## src/rtl/elevator_call_scheduler.sv

```systemverilog
// SCAN-policy call scheduler: latches floor calls, picks the next target floor,
// hands it to the car controller and holds the doors for a fixed dwell.
`timescale 1ns/1ps
module elevator_call_scheduler #(
  parameter int NUM_FLOORS   = 8,
  parameter int FLOOR_W      = 3,
  parameter int DWELL_CYCLES = 4
) (
  input  logic                  clk,
  input  logic                  rst,
  input  logic [NUM_FLOORS-1:0] call_btn,
  input  logic [FLOOR_W-1:0]    cur_floor,
  input  logic                  arrived,
  input  logic                  over_weight,
  output logic [FLOOR_W-1:0]    target_floor,
  output logic                  target_valid,
  output logic [1:0]            direction,
  output logic                  door_open,
  output logic [NUM_FLOORS-1:0] pending
);
  localparam int CNT_W = (DWELL_CYCLES > 1) ? $clog2(DWELL_CYCLES) : 1;
  localparam logic [1:0] DIR_IDLE = 2'd0;
  localparam logic [1:0] DIR_UP   = 2'd1;
  localparam logic [1:0] DIR_DOWN = 2'd2;

  typedef enum logic [1:0] {IDLE, SELECT, DISPATCH, SERVE} state_t;

  state_t                  state_q, state_d;
  logic [NUM_FLOORS-1:0]   pending_q, pending_d;
  logic [FLOOR_W-1:0]      target_q, target_d;
  logic                    valid_q, valid_d;
  logic [1:0]              dir_q, dir_d;
  logic                    door_q, door_d;
  logic [CNT_W-1:0]        dwell_q, dwell_d;

  logic [NUM_FLOORS-1:0]   cur_onehot;
  logic [NUM_FLOORS-1:0]   clear_mask;
  logic                    cur_hit;
  logic                    above_found, below_found, between_found;
  logic [FLOOR_W-1:0]      above_floor, below_floor, between_floor;

  // Out-of-range cur_floor never matches any bit, so it can never clear a request.
  for (genvar gi = 0; gi < NUM_FLOORS; gi++) begin : g_floor
    assign cur_onehot[gi] = (cur_floor == FLOOR_W'(gi));
    assign clear_mask[gi] = (state_q == SERVE) && cur_onehot[gi];
  end

  assign cur_hit = |(pending_q & cur_onehot);

  // Nearest pending floor above / below the car, and the nearest one lying
  // strictly between the car and its current target in the travel direction.
  always_comb begin
    above_found   = 1'b0;
    above_floor   = '0;
    below_found   = 1'b0;
    below_floor   = '0;
    between_found = 1'b0;
    between_floor = '0;
    for (int i = NUM_FLOORS - 1; i >= 0; i--) begin
      if (pending_q[i] && i > int'(cur_floor)) begin
        above_found = 1'b1;
        above_floor = FLOOR_W'(i);
        if (dir_q == DIR_UP && i < int'(target_q)) begin
          between_found = 1'b1;
          between_floor = FLOOR_W'(i);
        end
      end
    end
    for (int i = 0; i < NUM_FLOORS; i++) begin
      if (pending_q[i] && i < int'(cur_floor)) begin
        below_found = 1'b1;
        below_floor = FLOOR_W'(i);
        if (dir_q == DIR_DOWN && i > int'(target_q)) begin
          between_found = 1'b1;
          between_floor = FLOOR_W'(i);
        end
      end
    end
  end

  always_comb begin
    state_d   = state_q;
    target_d  = target_q;
    valid_d   = valid_q;
    dir_d     = dir_q;
    door_d    = door_q;
    dwell_d   = dwell_q;
    pending_d = (pending_q | call_btn) & ~clear_mask;
    if (over_weight) begin
      if (state_q == DISPATCH) valid_d = 1'b0;
    end else begin
      unique case (state_q)
        IDLE: begin
          dir_d   = DIR_IDLE;
          valid_d = 1'b0;
          if (|pending_q) state_d = SELECT;
        end
        SELECT: begin
          if (!(|pending_q)) begin
            state_d = IDLE;
            dir_d   = DIR_IDLE;
          end else begin
            state_d = DISPATCH;
            valid_d = 1'b1;
            if (cur_hit) begin
              target_d = cur_floor;
            end else if (dir_q == DIR_DOWN) begin
              target_d = below_found ? below_floor : above_floor;
              dir_d    = below_found ? DIR_DOWN : DIR_UP;
            end else begin
              target_d = above_found ? above_floor : below_floor;
              dir_d    = above_found ? DIR_UP : DIR_DOWN;
            end
          end
        end
        DISPATCH: begin
          valid_d = 1'b1;
          if (arrived && cur_floor == target_q) begin
            state_d = SERVE;
            valid_d = 1'b0;
            door_d  = 1'b1;
            dwell_d = CNT_W'(DWELL_CYCLES - 1);
          end else if (!arrived && between_found) begin
            target_d = between_floor;
          end
        end
        SERVE: begin
          door_d = 1'b1;
          if (dwell_q == '0) begin
            state_d = SELECT;
            door_d  = 1'b0;
          end else begin
            dwell_d = dwell_q - CNT_W'(1);
          end
        end
        default: state_d = IDLE;
      endcase
    end
  end

  always_ff @(posedge clk or posedge rst) begin
    if (rst) begin
      state_q   <= IDLE;
      pending_q <= '0;
      target_q  <= '0;
      valid_q   <= 1'b0;
      dir_q     <= DIR_IDLE;
      door_q    <= 1'b0;
      dwell_q   <= '0;
    end else begin
      state_q   <= state_d;
      pending_q <= pending_d;
      target_q  <= target_d;
      valid_q   <= valid_d;
      dir_q     <= dir_d;
      door_q    <= door_d;
      dwell_q   <= dwell_d;
    end
  end

  assign target_floor = target_q;
  assign target_valid = valid_q;
  assign direction    = dir_q;
  assign door_open    = door_q;
  assign pending      = pending_q;
endmodule

```

## config.mk

```make
export PLATFORM = sky130hd
export DESIGN_NAME = elevator_call_scheduler
export DESIGN_NICKNAME = d
export VERILOG_FILES = /design/src/rtl/elevator_call_scheduler.sv
export SDC_FILE = /design/constraint.sdc
export NUM_CORES = 1
export LEC_CHECK = 0
export CAP_MARGIN = 25
export CORE_MARGIN = 10
export CORE_UTILIZATION = 24
export DETAILED_ROUTE_END_ITERATION = 8
export SETUP_SLACK_MARGIN = 0.05
export SLEW_MARGIN = 20
export SYNTH_ARGS = -nofsm -noshare
export SYNTH_HDL_FRONTEND = slang
export SYNTH_SLANG_ARGS = --single-unit
```

## constraint.sdc

```tcl
create_clock -name clk -period 3.75 [get_ports clk]
set_input_delay 0.75 -clock clk [delete_from_list [all_inputs] [get_ports clk]]
set_output_delay 0.75 -clock clk [all_outputs]
set_load 0.1 [all_outputs]
```

* After elaboration in Yosys (flattened, before gate mapping) *
Cells that the tools add are included.

storage, ports and cells
  bits in registers = 19
  input bits = 15
  output and inout bits = 15

operators by class
  add/subtract/negate cells = 1
  magnitude comparators = 26
  equality and inequality tests = 23
  mux-type cells = 104
  bitwise logic cells = 5
  reductions and logical operators = 52

operators by type and width
  operator                                                                        count
  3-bit two-way mux                                                               43
  1-bit two-way mux                                                               45
  1-bit logical AND                                                               36
  3-bit greater-than comparator, first input constant                             7
  2-bit two-way mux                                                               10
  3-bit < comparator, first input constant                                        6
  8-bit AND                                                                       2
  8-bit OR reduction                                                              2
  3-bit equality test, second input constant                                      4
  2-bit by 3-bit greater-than comparator with 1-bit output, first input constant  4
  2-bit by 3-bit < comparator with 1-bit output, first input constant             4
  1-bit by 3-bit < comparator with 1-bit output, first input constant             3
  3-bit AND reduction                                                             3
  2-bit by 1-bit != test with 1-bit output, second input constant                 4
  2-bit != test, second input constant                                            4
  8-bit NOT                                                                       1
  8-bit OR                                                                        1
  2-bit one-hot mux with 2 select lines                                           2
  2-bit one-hot mux with 4 select lines                                           1
  4-bit AND reduction                                                             2
  2-bit equality test, second input constant                                      3
  3-bit by 2-bit equality test with 1-bit output, second input constant           2
  1-bit by 3-bit greater-than comparator with 1-bit output, first input constant  2
  3-bit != test, second input constant                                            2
  14 further kinds                                                                18

* Longest topological paths before layout *
  word-level depth = 30
  gate-level depth with buffers = 9
  gate-level depth less buffers = 8

* Least setup slack after synthesis *
OpenSTA, ideal clock, no wires.

  path kind = register to register
  start = register target_q[1] (netlist: target_floor[1])
  end = register target_q[1] (netlist: target_floor[1])
  setup time = 0.125 ns
  arrival = 2.476 ns
  required time = 3.625 ns
  path slack = 1.149 ns
  stages on the path, launching flop included = 8
  period minus slack after synthesis = 2.601 ns
  path through = dfrtp_1 -> buf_2 -> and2_1 -> o22ai_1 -> a2111oi_2 -> nand4_2 -> and2_4 -> mux2_4

between the ends
  cells in the longest elaborated chain, start to end = 29
  elaborated cells on any way between the ends = 81

RTL lines
  what                                                                           RTL line  RTL
  start, declared                                                                30        logic [FLOOR_W-1:0] target_q, target_d;
  start signal, assigned                                                         153       target_q <= target_d;
  3-bit < comparator                                                             63        if (dir_q == DIR_UP && i < int'(target_q)) begin
  1-bit logical AND                                                              63
  3-bit two-way mux or 1-bit two-way mux (tied branches)                         63
  3-bit two-way mux or 1-bit two-way mux (tied branches)                         60        if (pending_q[i] && i > int'(cur_floor)) begin
  3-bit two-way mux or 1-bit two-way mux (tied branches)                         63
  3-bit two-way mux or 1-bit two-way mux (tied branches)                         60
  3-bit two-way mux or 1-bit two-way mux (tied branches)                         63
  3-bit two-way mux or 1-bit two-way mux (tied branches)                         60
  (+13 left out)                                                                 --
  3-bit two-way mux or 1-bit two-way mux (tied branches)                         70        if (pending_q[i] && i < int'(cur_floor)) begin
  3-bit two-way mux or 1-bit two-way mux (tied branches)                         73        if (dir_q == DIR_DOWN && i > int'(target_q)) begin
  3-bit two-way mux or 1-bit two-way mux (tied branches)                         70
  3-bit two-way mux or 1-bit two-way mux (tied branches)                         73
  3-bit two-way mux or 1-bit two-way mux (tied branches)                         70
  3-bit two-way mux or 1-bit logical AND (tied branches)                         123       end else if (!arrived && between_found) begin
  3-bit two-way mux or 2-bit by 1-bit != test with 1-bit output (tied branches)  --
  3-bit one-hot mux with 2 select lines or 5-bit AND reduction (tied branches)   --

Parallel ways exist; a longest one is shown, timed or not. The select of a mux whose other input is x is not followed.
A chain may end at the register's enable or synchronous reset.

* Worst setup path in the final report *
  start = input cur_floor[0]
  end = register target_q[0] (netlist: target_floor[0])

between the ends
  cells in the longest elaborated chain, start to end = 28
  elaborated cells on any way between the ends = 125

RTL lines
  what                                                                           RTL line  RTL
  start, declared                                                                12        input logic [FLOOR_W-1:0] cur_floor,
  3-bit greater-than comparator                                                  60
  1-bit logical AND                                                              60
  3-bit two-way mux or 1-bit two-way mux (tied branches)                         60
  3-bit two-way mux or 1-bit two-way mux (tied branches)                         63
  3-bit two-way mux or 1-bit two-way mux (tied branches)                         60
  3-bit two-way mux or 1-bit two-way mux (tied branches)                         63
  3-bit two-way mux or 1-bit two-way mux (tied branches)                         60
  3-bit two-way mux or 1-bit two-way mux (tied branches)                         63
  (+12 left out)                                                                 --
  3-bit two-way mux or 1-bit two-way mux (tied branches)                         70
  3-bit two-way mux or 1-bit two-way mux (tied branches)                         73
  3-bit two-way mux or 1-bit two-way mux (tied branches)                         70
  3-bit two-way mux or 1-bit two-way mux (tied branches)                         73
  3-bit two-way mux or 1-bit two-way mux (tied branches)                         70
  3-bit two-way mux or 1-bit logical AND (tied branches)                         123
  3-bit two-way mux or 2-bit by 1-bit != test with 1-bit output (tied branches)  --
  3-bit one-hot mux with 2 select lines or 5-bit AND reduction (tied branches)   --

Parallel ways exist; a longest one is shown, timed or not. The select of a mux whose other input is x is not followed.

==> summary.txt <==
leading post-synthesis cells by cell area: dfrtp_1 (26%), a21oi_1 (6.2%), o21ai_0 (4.6%)
Yosys cell types: 61
DIE AREA: 11700 µm²
synth warn: 0
Die Ht: 108 µm
diodes inserted: 0
final WL: 5630 µm
Synth Instances: 231
DRC: 0
pwr/cell area: 567 nW/µm²
total gr overflow: 0
fin crit share: 0.826
worst vdd ir: 0.187 mV
setup_tns: 0 ns
CP delay by family, top: compound AO/OA/AOI/OAI gates
crit-path cells: clkdlybuf4s50_1 > buf_4 > o211ai_1 > o21ai_1 > o21ai_0 > o31ai_2 > nor4_1 > a311o_1 > a31oi_1
met3 GRT Util: 0.0220
Final min period: 3.10 ns
EDFF count, synth: 0
vias post-DR: 1875
vias in the first global route: 1882
Synth top cells by count: a21oi_1 (23), nor2_1 (20), dfrtp_1 (19)
Ports: 30
CP Launch Type: primary input
Netlist Area Pre-Place: 1860 µm²
count leader, synth: a21oi_1
post-cts sizing count: 0
Core ar.: 7650 µm²
crit-path max FO: 15
combinational family with the most area after synthesis: compound AO/OA/AOI/OAI gates
worst-case clock buffer depth: 2
Worst Setup End Kind: flop
Worst-Margin Slew: 1.00 ns
fin cells: 353
area share of the largest cell type after synthesis: 0.256
Top FF cell, synth: dfrtp_1
GRT Total Usage: 0.0982
Worst path depth: 9
DP Cell Count: 349
met1 usage in global routing: 0.122
syn nets: 252
final setup fails: 0
Final Skew: 0.00633 ns
worst reg2reg setup slack: 1.30 ns
Clk Latency, worst-skew pair: 0.26 ns
clock tree from TritonCTS: built
Post-Synth Simple-Gate Area: 0.234
cts hold-fix bufs: 0
# rows: 32
critical path's slowest cell: clkdlybuf4s50_1
HP Class: flop to flop
Num CTS Buffers: 3
WP buf/inv: 2
Setup Fix Bufs, Post-CTS: 0
area occupied by multi-input gates: 1240 µm²
worst reg2reg startpoint: state_q[0]
max-cap violations: 0
Reg area: 475 µm²
synth-to-layout area growth: 21.6%
Final Hold Viols: 0
busiest grt layer: met2
Async S/R FF share, synth: 1.00
Crit Reg-Reg Endpoint: target_floor[1]
CTS H-tree depth: 1
router iterations before antenna repair: 4
gpl congestion: 0.907
post-route ant nets: 0
vias per cell: 5.31
Max Slew Vio Count: 0
Max Fclk: 323 MHz
register area share after synthesis: 0.256
layout cell share with drive strength beyond 1: 0.104
Reg2Reg Depth: 8
RSZ-0062 raised after global routing: false
post-synth top area cell: dfrtp_1
status: complete, no violations
average wire per standard cell: 16.0 µm
mux cell area share after synthesis: 0.0532
cell depth of the worst min-delay path: 2
Worst Path Required: 3.89 ns
Hold EP: target_valid
Mean Syn Cell Area: 8.05 µm²
post-synthesis compound-gate area fraction: 0.324
drt initial violations: 175
Initial Util: 0.243
Arr. time, crit path: 3.23 ns
Leak: 0.851 nW
initial antenna violation count: 0
Hold Path Origin: target_valid
die width: 108 µm
FF+latch count, synth: 19
CTS clk-pin slew, worst paths: 0.08 ns
first-pass GRT wire length: 9520 µm
GR Util met2: 0.162
Synth Area in Adders: 0.0404
critical path's largest stage delay: 0.70 ns
I/O Buffers: 29
Max-slew headroom: 0.330
largest net degree at the start of global routing: 35
fillcell total: 822
Final nets: 273
HPWL Detailed: 4310 µm
CTS Sinks: 19
post-synthesis xor/xnor area fraction: 0.0141
Root Driver: clkbuf_8
CP Class: primary input to flop
## worst reg2reg max path: cells and delay by family, from the launching register on
kind                     cells  cell delay, ns
AO/OA/AOI/OAI                3            0.78
buffers and inverters        2            0.29
AND/OR/NAND/NOR              1            0.25
flip-flops                   1            0.45
adder cells (fa/ha/maj)      1            0.29
multiplexers                 1            0.29
## area by class of cell
type	instances	area share
Multi-Input combinational cell	182	0.547
Sequential cell	19	0.210
Timing Repair Buffer	32	0.143
Tap cell	102	0.0564
Inverter	14	0.0232
Clock buffer	3	0.0183
Clock inverter	1	0.00221
## layout by cell type (no fill, tap or decap), drive strengths merged, types with 3 or more instances in the layout
cell	netlist	final
buf	9	9
nand2	13	13
nor2b	5	5
xnor2	3	3
o21ai	20	20
and2	3	3
nor2	20	20
a211oi	4	4
clkbuf	7	3
a31oi	7	7
ha	6	6
o32a	3	3
a21oi	25	25
nand4	3	3
nor4	4	4
o22a	3	3
nand2b	9	9
o31ai	4	4
dfrtp	19	19
a22oi	3	3
clkdlybuf4s50	0	23
nand3	8	8
inv	14	14
## per-layer routing
metal  vias up  routed length, µm
li1        905                  -
met1       882               2410
met3        11                379
met4         0                108
met5         -                  0
met2        77               2730
## metrics by stage
stage | worst slack, ns | util | cell area, µm² | total power [mW] | hold WS, ns
floorplan | 1.15 | - | 1860 | 0.949 | 0.510
global placement | 0.496 | 0.290 | 2210 | 1.14 | 0.480
detailed placement | 0.425 | 0.290 | 2210 | 1.14 | 0.478
CTS | 0.689 | 0.296 | 2260 | 1.29 | 0.501
global route | 0.435 | 0.296 | 2260 | 1.37 | 0.555
finish | 0.653 | 0.296 | 2260 | 1.28 | 0.494
## worst max path at each step
| stage | to | start | slack, ns |
|---|---|---|---|
| 2_1_floorplan | target_floor[1] | target_floor[1] | 1.15 |
| 5_1_grt | target_floor[0] | cur_floor[0] | 0.44 |
| 4_1_cts | target_floor[0] | cur_floor[0] | 0.69 |
| 3_5_place_dp | target_floor[0] | cur_floor[0] | 0.43 |
| 6_report | target_floor[0] | cur_floor[0] | 0.65 |
| 3_3_place_gp | target_floor[0] | cur_floor[0] | 0.50 |
## power by group
group / internal [mW] / switching [mW]
registers: 0.256 / 0.108
logic: 0.254 / 0.515
clock network: 0.0741 / 0.0750
## logic make-up after synthesis
family	after synthesis
adders and majority gates	6
xor gates and xnor gates	3
buffers and inverters	30
and+or+nand+nor	78
DFF	19
muxes	6
AOI/OAI and AO/OA	89
## sequential cells by signal (all words and copies together), names as in the netlist
| name | cells |
|---|---|
| dwell_q | 2 |
| state_q | 2 |
| target_valid | 1 |
| target_floor | 3 |
| direction | 2 |
| pending | 8 |
| door_open | 1 |
Note: power is estimated with default switching activity, not from simulation.
